**config.mk**
```make
export PLATFORM = sky130hd
export DESIGN_NAME = hand_mem_allocator_flat
export DESIGN_NICKNAME = d
export VERILOG_FILES = /design/src/rtl/hand_mem_allocator_if.sv /design/src/rtl/hand_mem_allocator.sv /design/src/flat_wrapper.sv
export SDC_FILE = /design/constraint.sdc
export NUM_CORES = 1
export LEC_CHECK = 0
export BUFFER_PORTS_ARGS = -buffer_cell sky130_fd_sc_hd__buf_2
export CAP_MARGIN = 20
export CORE_ASPECT_RATIO = 0.8
export CORE_UTILIZATION = 50
export CTS_BUF_LIST = sky130_fd_sc_hd__clkbuf_4
export CTS_CLUSTER_SIZE = 30
export DETAILED_ROUTE_END_ITERATION = 8
export PLACE_DENSITY = 0.68
export SLEW_MARGIN = 20
export SYNTH_ARGS = -nofsm -noshare
export SYNTH_HDL_FRONTEND = slang
export SYNTH_SLANG_ARGS = --single-unit
export TNS_END_PERCENT = 20
```
**constraint.sdc**
```tcl
create_clock -name clock -period 3.7 [get_ports clock]
set_clock_uncertainty 0.1 [all_clocks]
set_input_delay 0.185 -clock clock [delete_from_list [all_inputs] [get_ports clock]]
set_output_delay 0.185 -clock clock [all_outputs]
set_load 0.005 [all_outputs]
```
**src/rtl/hand_mem_allocator_if.sv**
```systemverilog
// Hand-allocation bus between a player (master) and the block allocator (slave).
// Carries the allocation handshake, the free strobe and the allocator status.
interface hand_mem_allocator_if #(
    parameter int ADDR_W = 10,
    parameter int CNT_W  = 7
);
    logic              enable;
    logic              adr_found;
    logic [ADDR_W-1:0] address;
    logic              free_en;
    logic [ADDR_W-1:0] free_addr;
    logic              ready;
    logic [CNT_W-1:0]  free_count;
    logic              err_double_free;

    modport master (
        output enable, free_en, free_addr,
        input  adr_found, address, ready, free_count, err_double_free
    );

    modport slave (
        input  enable, free_en, free_addr,
        output adr_found, address, ready, free_count, err_double_free
    );
endinterface

```
**src/rtl/hand_mem_allocator.sv**
```systemverilog
// Fixed-size block allocator for the shared card memory.
// The free list is a circular FIFO of block indices. It is filled with
// 0..NUM_BLOCKS-1 after reset, popped on grants and pushed on frees.
// Optional macro HAND_ALLOC_FREE_CHECK_EN adds an allocated-block bitmap.
// With the bitmap, frees of blocks that are not allocated are rejected
// and flagged on err_double_free.
module hand_mem_allocator #(
    parameter int ADDR_W      = 10,
    parameter int BLOCK_SHIFT = 4,
    parameter int NUM_BLOCKS  = 64,
    parameter int CNT_W       = 7
) (
    input logic                clock,
    input logic                resetn,
    hand_mem_allocator_if.slave bus
);
    localparam int PTR_W = $clog2(NUM_BLOCKS);

    typedef enum logic [1:0] {S_INIT, S_IDLE, S_WAIT, S_GRANT} state_t;

    state_t            r_state, w_state_nxt;
    logic [PTR_W-1:0]  r_fifo [NUM_BLOCKS];
    logic [PTR_W-1:0]  r_rd_ptr, r_wr_ptr;
    logic [CNT_W-1:0]  r_count;
    logic              r_adr_found, r_ready, r_err, r_seen_low;
    logic [ADDR_W-1:0] r_address;

    logic [PTR_W-1:0]  w_free_idx, w_grant_idx, w_rd_inc, w_wr_inc;
    logic              w_free_ok, w_dbl, w_req, w_empty, w_full;
    logic              w_bypass, w_pop, w_push, w_grant, w_init_last;

    assign w_free_idx  = bus.free_addr[BLOCK_SHIFT +: PTR_W];
    assign w_rd_inc    = (r_rd_ptr == PTR_W'(NUM_BLOCKS - 1)) ? '0 : r_rd_ptr + 1'b1;
    assign w_wr_inc    = (r_wr_ptr == PTR_W'(NUM_BLOCKS - 1)) ? '0 : r_wr_ptr + 1'b1;
    assign w_empty     = (r_count == '0);
    assign w_full      = (r_count == CNT_W'(NUM_BLOCKS));
    assign w_init_last = (r_wr_ptr == PTR_W'(NUM_BLOCKS - 1));

`ifdef HAND_ALLOC_FREE_CHECK_EN
    logic [NUM_BLOCKS-1:0] r_alloc;

    assign w_free_ok = bus.free_en && (r_state != S_INIT) && r_alloc[w_free_idx];
    assign w_dbl     = bus.free_en && (r_state != S_INIT) && !r_alloc[w_free_idx];

    // Track which blocks are out; a grant after a free wins on the same index (bypass)
    always_ff @(posedge clock or negedge resetn) begin
        if (!resetn) begin
            r_alloc <= '0;
        end else begin
            if (w_free_ok) r_alloc[w_free_idx]  <= 1'b0;
            if (w_grant)   r_alloc[w_grant_idx] <= 1'b1;
        end
    end
`else
    assign w_free_ok = bus.free_en && (r_state != S_INIT);
    assign w_dbl     = 1'b0;
`endif

    // Request decode, FIFO control and next-state selection
    always_comb begin
        w_state_nxt = r_state;
        w_req       = 1'b0;
        w_bypass    = 1'b0;
        w_pop       = 1'b0;
        w_push      = 1'b0;
        w_grant     = 1'b0;
        w_grant_idx = r_fifo[r_rd_ptr];
        if (r_state != S_INIT) begin
            // A held grant is only released by a fresh rising request
            w_req    = bus.enable && ((r_state == S_IDLE) || (r_state == S_GRANT && r_seen_low));
            // Empty list: a returning block goes straight to the waiting requester
            w_bypass = w_free_ok && w_empty && (w_req || r_state == S_WAIT);
            w_pop    = w_req && !w_empty;
            w_push   = w_free_ok && !w_bypass && !w_full;
            w_grant  = w_pop || w_bypass;
            if (w_bypass) w_grant_idx = w_free_idx;
        end
        case (r_state)
            S_INIT:  if (w_init_last) w_state_nxt = S_IDLE;
            default: begin
                if (w_grant)    w_state_nxt = S_GRANT;
                else if (w_req) w_state_nxt = S_WAIT;
            end
        endcase
    end

    // State register
    always_ff @(posedge clock or negedge resetn) begin
        if (!resetn) r_state <= S_INIT;
        else         r_state <= w_state_nxt;
    end

    // Pointers, free count and grant outputs
    always_ff @(posedge clock or negedge resetn) begin
        if (!resetn) begin
            r_rd_ptr    <= '0;
            r_wr_ptr    <= '0;
            r_count     <= '0;
            r_ready     <= 1'b0;
            r_adr_found <= 1'b0;
            r_address   <= '0;
            r_seen_low  <= 1'b0;
            r_err       <= 1'b0;
        end else begin
            r_err <= w_dbl;
            if (r_state == S_INIT) begin
                r_wr_ptr <= w_wr_inc;
                r_count  <= r_count + 1'b1;
                if (w_init_last) r_ready <= 1'b1;
            end else begin
                if (w_pop)  r_rd_ptr <= w_rd_inc;
                if (w_push) r_wr_ptr <= w_wr_inc;
                if (w_push && !w_pop)      r_count <= r_count + 1'b1;
                else if (w_pop && !w_push) r_count <= r_count - 1'b1;
            end
            if (w_grant) begin
                r_adr_found <= 1'b1;
                r_address   <= ADDR_W'(w_grant_idx) << BLOCK_SHIFT;
                r_seen_low  <= 1'b0;
            end else if (w_req) begin
                r_adr_found <= 1'b0;
            end else if (r_state == S_GRANT && !bus.enable) begin
                r_seen_low  <= 1'b1;
            end
        end
    end

    // Free-list storage; rebuilt from scratch by INIT so it needs no reset
    always_ff @(posedge clock) begin
        if (r_state == S_INIT) r_fifo[r_wr_ptr] <= r_wr_ptr;
        else if (w_push)       r_fifo[r_wr_ptr] <= w_free_idx;
    end

    assign bus.adr_found       = r_adr_found;
    assign bus.address         = r_address;
    assign bus.ready           = r_ready;
    assign bus.free_count      = r_count;
    assign bus.err_double_free = r_err;
endmodule

```
**src/flat_wrapper.sv**
```systemverilog
// flat-port wrapper written by rule: the top's interface ports become plain ports
module hand_mem_allocator_flat 
#(
    parameter int ADDR_W      = 10,
    parameter int BLOCK_SHIFT = 4,
    parameter int NUM_BLOCKS  = 64,
    parameter int CNT_W       = 7
)
  (clock, resetn, bus_enable, bus_free_en, bus_free_addr, bus_adr_found, bus_address, bus_ready, bus_free_count, bus_err_double_free);
  hand_mem_allocator_if #(.ADDR_W(ADDR_W), .CNT_W(CNT_W)) bus_i ();
  input logic clock;
  input logic resetn;
  input wire logic [$bits(bus_i.enable)-1:0] bus_enable;
  input wire logic [$bits(bus_i.free_en)-1:0] bus_free_en;
  input wire logic [$bits(bus_i.free_addr)-1:0] bus_free_addr;
  output wire logic [$bits(bus_i.adr_found)-1:0] bus_adr_found;
  output wire logic [$bits(bus_i.address)-1:0] bus_address;
  output wire logic [$bits(bus_i.ready)-1:0] bus_ready;
  output wire logic [$bits(bus_i.free_count)-1:0] bus_free_count;
  output wire logic [$bits(bus_i.err_double_free)-1:0] bus_err_double_free;
  assign bus_i.enable = bus_enable;
  assign bus_i.free_en = bus_free_en;
  assign bus_i.free_addr = bus_free_addr;
  assign bus_adr_found = bus_i.adr_found;
  assign bus_address = bus_i.address;
  assign bus_ready = bus_i.ready;
  assign bus_free_count = bus_i.free_count;
  assign bus_err_double_free = bus_i.err_double_free;
  hand_mem_allocator #(.ADDR_W(ADDR_W), .BLOCK_SHIFT(BLOCK_SHIFT), .NUM_BLOCKS(NUM_BLOCKS), .CNT_W(CNT_W)) u_core (.clock(clock), .resetn(resetn), .bus(bus_i));
endmodule
```
==> flow_summary.yaml <==
global_route:
  groute.layer.met1.usage_pct: 35.4
  grtUsageMet2_pct: 32.1
  antenna_found_initial: 2
  top_usage_layer: "met1"
  overflow: 0
  grt_use_total_pct: 23.5
  grt_pass1_vias: 9279
  grt_max_degree: 65
  grt_pass1_wl_microns: 58600
  met3_usage_pct: 7.98
critical_path:
  worstSetupEndpointType: "flip-flop"
  crit_top_cell: "o22ai_1"
  cp_cell_sequence: "buf_4 -> mux4_2 -> mux2i_1 -> o22ai_1 -> nor4_1 -> o22ai_1 -> dlygate4sd3_1"
  cpPeakStageDelay_ps: 840
  critPathTopFamily: "multiplexers"
  cp_slowest_cell: "dfrtp_4"
  cp_num_buf_inv: 2
  required_ps: 4250
  start_kind: "flip-flop"
  crit_type: "flip-flop to flip-flop"
  worstPathArrival_ps: 4120
  worstPathMaxFanout: 30
placed_design:
  place_congestion: 0.878
  hpwl_microns: 25100
  dpl_worst_slack_ps: 323
  dpl.cell_count: 1402
  place_area_sq_um: 17800
  io_buffers: 24
die:
  fp.dieW_microns: 207
  chipHeight_microns: 166
  ios: 34
  num_rows: 59
  initial_core_util_pct: 51.4
  dieArea_sq_um: 34500
  fp.coreArea_sq_um: 32900
timing:
  max_clock_freq_mhz: 280
  setup_violations: 0
  fin_crit_sh_pct: 96.4
  min_period_ps: 3570
  max_slew_margin_pct: 38.3
  timing_hold_violations_final: 0
  worst_slew_pin_slew_ps: 922
  slew_viol_final: 0
  setup-tns-final_ps: 0
  setup_ws_ps: 132
  rsz0062_at_grt: "false"
drt:
  vias: 9345
  wire_per_inst_microns: 24.7
  drt-vias-per-instance: 5.87
  drt_pass1_iterations: 5
  drtAntennaViolNets: 0
  drt-initial-drc-count: 1070
  drt-total-wl_microns: 39200
  drc: 0
yosys:
  synth.area.mux_share_pct: 14.8
  synth_edf_count: 384
  synth_top_family_by_area: "multiplexers"
  syn_inst: 929
  syn_area_sq_um: 16900
  ys_seq_elements: 414
  synth-compound-area-share_pct: 3.94
  ys_types: 58
  synthArstFlopShare_pct: 7.25
  ys_warn_count: 0
  yosys.area_share.simple_pct: 5.51
  synth_xor_area_share_pct: 0.519
  yosys.area_share.adder_pct: 0.370
  syn_avg_cell_area_sq_um: 18.2
  ys_seq_area_share_pct: 72.7
  ys.flop_type: "edfxtp_1"
power_and_ir_drop:
  peakVddDrop_v: 0.000394
  p_comb_share_pct: 29.5
  p_sw_mw: 4.71
  clockPowerShare_pct: 25.6
  p_per_area_nw_per_um2: 737
  power_frac_seq_pct: 44.9
  intPower_mw: 9.49
  switching_share_pct: 33.2
  p_leak_nw: 6.60
finish:
  nNetsFinal: 1108
  multi_input_area_sq_um: 4270
  stdcell_count: 1591
  area_delta_synth_final_pct: 14.0
  seqCellArea_sq_um: 12300
  drive_above_1_share_pct: 30.8
  fin_area_sq_um: 19300
  fill_cells: 2489
clock_network:
  htreeDepth: 3
  clock_latency_ps: 780
  cts_buffers: 97
  cts-root-buf: "clkbuf_4"
  cts.path.max_buffers: 3
  cts_resized: 0
  tritoncts: "yes"
  path_clk_slew_ps: 70
  cts_setup_buffers: 0
  cts_hold_buf: 15
  cts.sinks: 414
run:
  max-cap-violations: 0
worst_hold_path:
  worstHoldPathType: "input port to flip-flop"
status:
  status: "completed"
-- synth_stat cells (all sizes together) (6+ instances only) --
cell type  number  share of area, %
inv            15              0.33
nand3          16              0.47
nand2b          8              0.30
nand3b          6              0.27
nor2           78               1.7
nor2b           9              0.33
nand4           6              0.22
nand2          28              0.62
nor4            6              0.31
mux2           13              0.87
mux4           82                11
a22oi          12              0.53
edfxtp        384                68
clkbuf         14              0.31
a21o            7              0.31
buf            39               1.5
nor3            8              0.24
xnor2           8              0.41
mux2i          50               3.0
o22ai           8              0.30
a21oi          18              0.53
dfrtp          30               4.4
o21ai          20              0.59
-- cell usage in the layout, fill, tap and decap left out, types with 3 or more instances in the layout --
master         count
nand2_1           28
a31oi_1            4
dlygate4sd3_1     14
dfrtp_4            3
edfxtp_1         384
a221oi_1           4
o21ai_0           18
clkbuf_4         148
nor4_1             5
nand2b_1           8
a21oi_1           18
inv_1             15
a22o_1             4
clkinv_1          17
nor2b_1            9
mux2i_1           50
o22ai_1            8
a21o_1             7
buf_12             5
mux4_2            82
nand3b_1           6
a22oi_1           12
nor3_1             8
a211oi_1           3
buf_2             24
xnor2_1            8
nor2_1            78
or3_1              4
mux2_4             4
nand3_1           16
or3b_2             4
mux2_2             9
buf_4             67
ha_1               5
conb_1             5
dfrtp_1           27
nand4_1            6
and3_1             4
inv_2              3
-- path summary, 6_finish.rpt --
check                                          startpoint                                 to  slack [ps]  depth (start not counted)
setup / recovery           u_core.r_rd_ptr[0]$_DFFE_PN0P_  u_core.bus.address[9]$_DFFE_PN0P_         130                          7
hold / removal                                 bus_enable      u_core.r_state[1]$_DFFE_PN0P_         180                          3
setup reg to reg           u_core.r_rd_ptr[0]$_DFFE_PN0P_  u_core.bus.address[9]$_DFFE_PN0P_         130                          7
hold reg to reg              u_core.bus.ready$_DFFE_PN0P_       u_core.bus.ready$_DFFE_PN0P_         360                          1
max in group asynchronous                          resetn     u_core.r_rd_ptr[0]$_DFFE_PN0P_        2910                          4
min in group asynchronous                          resetn  u_core.bus.address[5]$_DFFE_PN0P_         360                          4
-- per-stage QoR --
| step | hold WS, ps | total power [mW] | util [%] |
|---|---|---|---|
| 3_3_place_gp | 179 | 10.5 | 54.3 |
| 2_1_floorplan | -211 | 9.09 | - |
| 4_1_cts | 108 | 14.3 | 58.6 |
| 3_5_place_dp | 193 | 10.6 | 54.3 |
| 6_report | 178 | 14.2 | 58.6 |
| 5_1_grt | 111 | 14.8 | 58.6 |
-- cell type report --
cell class | count | area share (%)
Clock inverter | 24 | 0.643
Clock buffer | 148 | 5.77
Inverter | 15 | 0.292
Timing Repair Buffer | 110 | 4.48
Tap cell | 427 | 2.77
Antenna cell | 2 | 0.0260
Multi-Input combinational cell | 451 | 22.2
Sequential cell | 414 | 63.8
-- power by group through the flow --
stage          Clock, mW  Sequential, mW  Combinational (mW)
2_1_floorplan          0            6.03                3.06
3_3_place_gp           0            6.47                4.07
3_5_place_dp           0            6.48                4.13
4_1_cts             3.71            6.38                4.17
5_1_grt             3.94            6.43                4.47
6_report            3.63            6.38                4.20
-- per-layer routing --
metal / vias up / part of all wire, %
met5: - / 0
met4: 0 / 1.9
met3: 48 / 9.3
met2: 417 / 43
met1: 4763 / 45
li1: 4117 / -
-- state kept, by name (all words and copies together) (netlist names) --
register and count:
u_core.bus.adr_found 1, u_core.r_fifo 384, u_core.r_state 2, u_core.r_wr_ptr 6
u_core.r_seen_low 1, u_core.bus.ready 1, u_core.bus.free_count 7, u_core.bus.address 6
u_core.r_rd_ptr 6
-- worst register-to-register path: cells and delay by family, from the launching register on --
family                 cells  cell delay [ps]
flip-flops                 1              840
AND/OR/NAND/NOR            1              400
buffers and inverters      2              900
AO/OA/AOI/OAI              2              270
multiplexers               2              940
-- cell families after synthesis --
group           after synthesis
flops                       414
buf+inv                      68
compound gates               98
simple gates                188
fa+ha+maj                     5
xor+xnor                     10
other cells                   1
mux                         145
(Power assumes the default switching activity.)
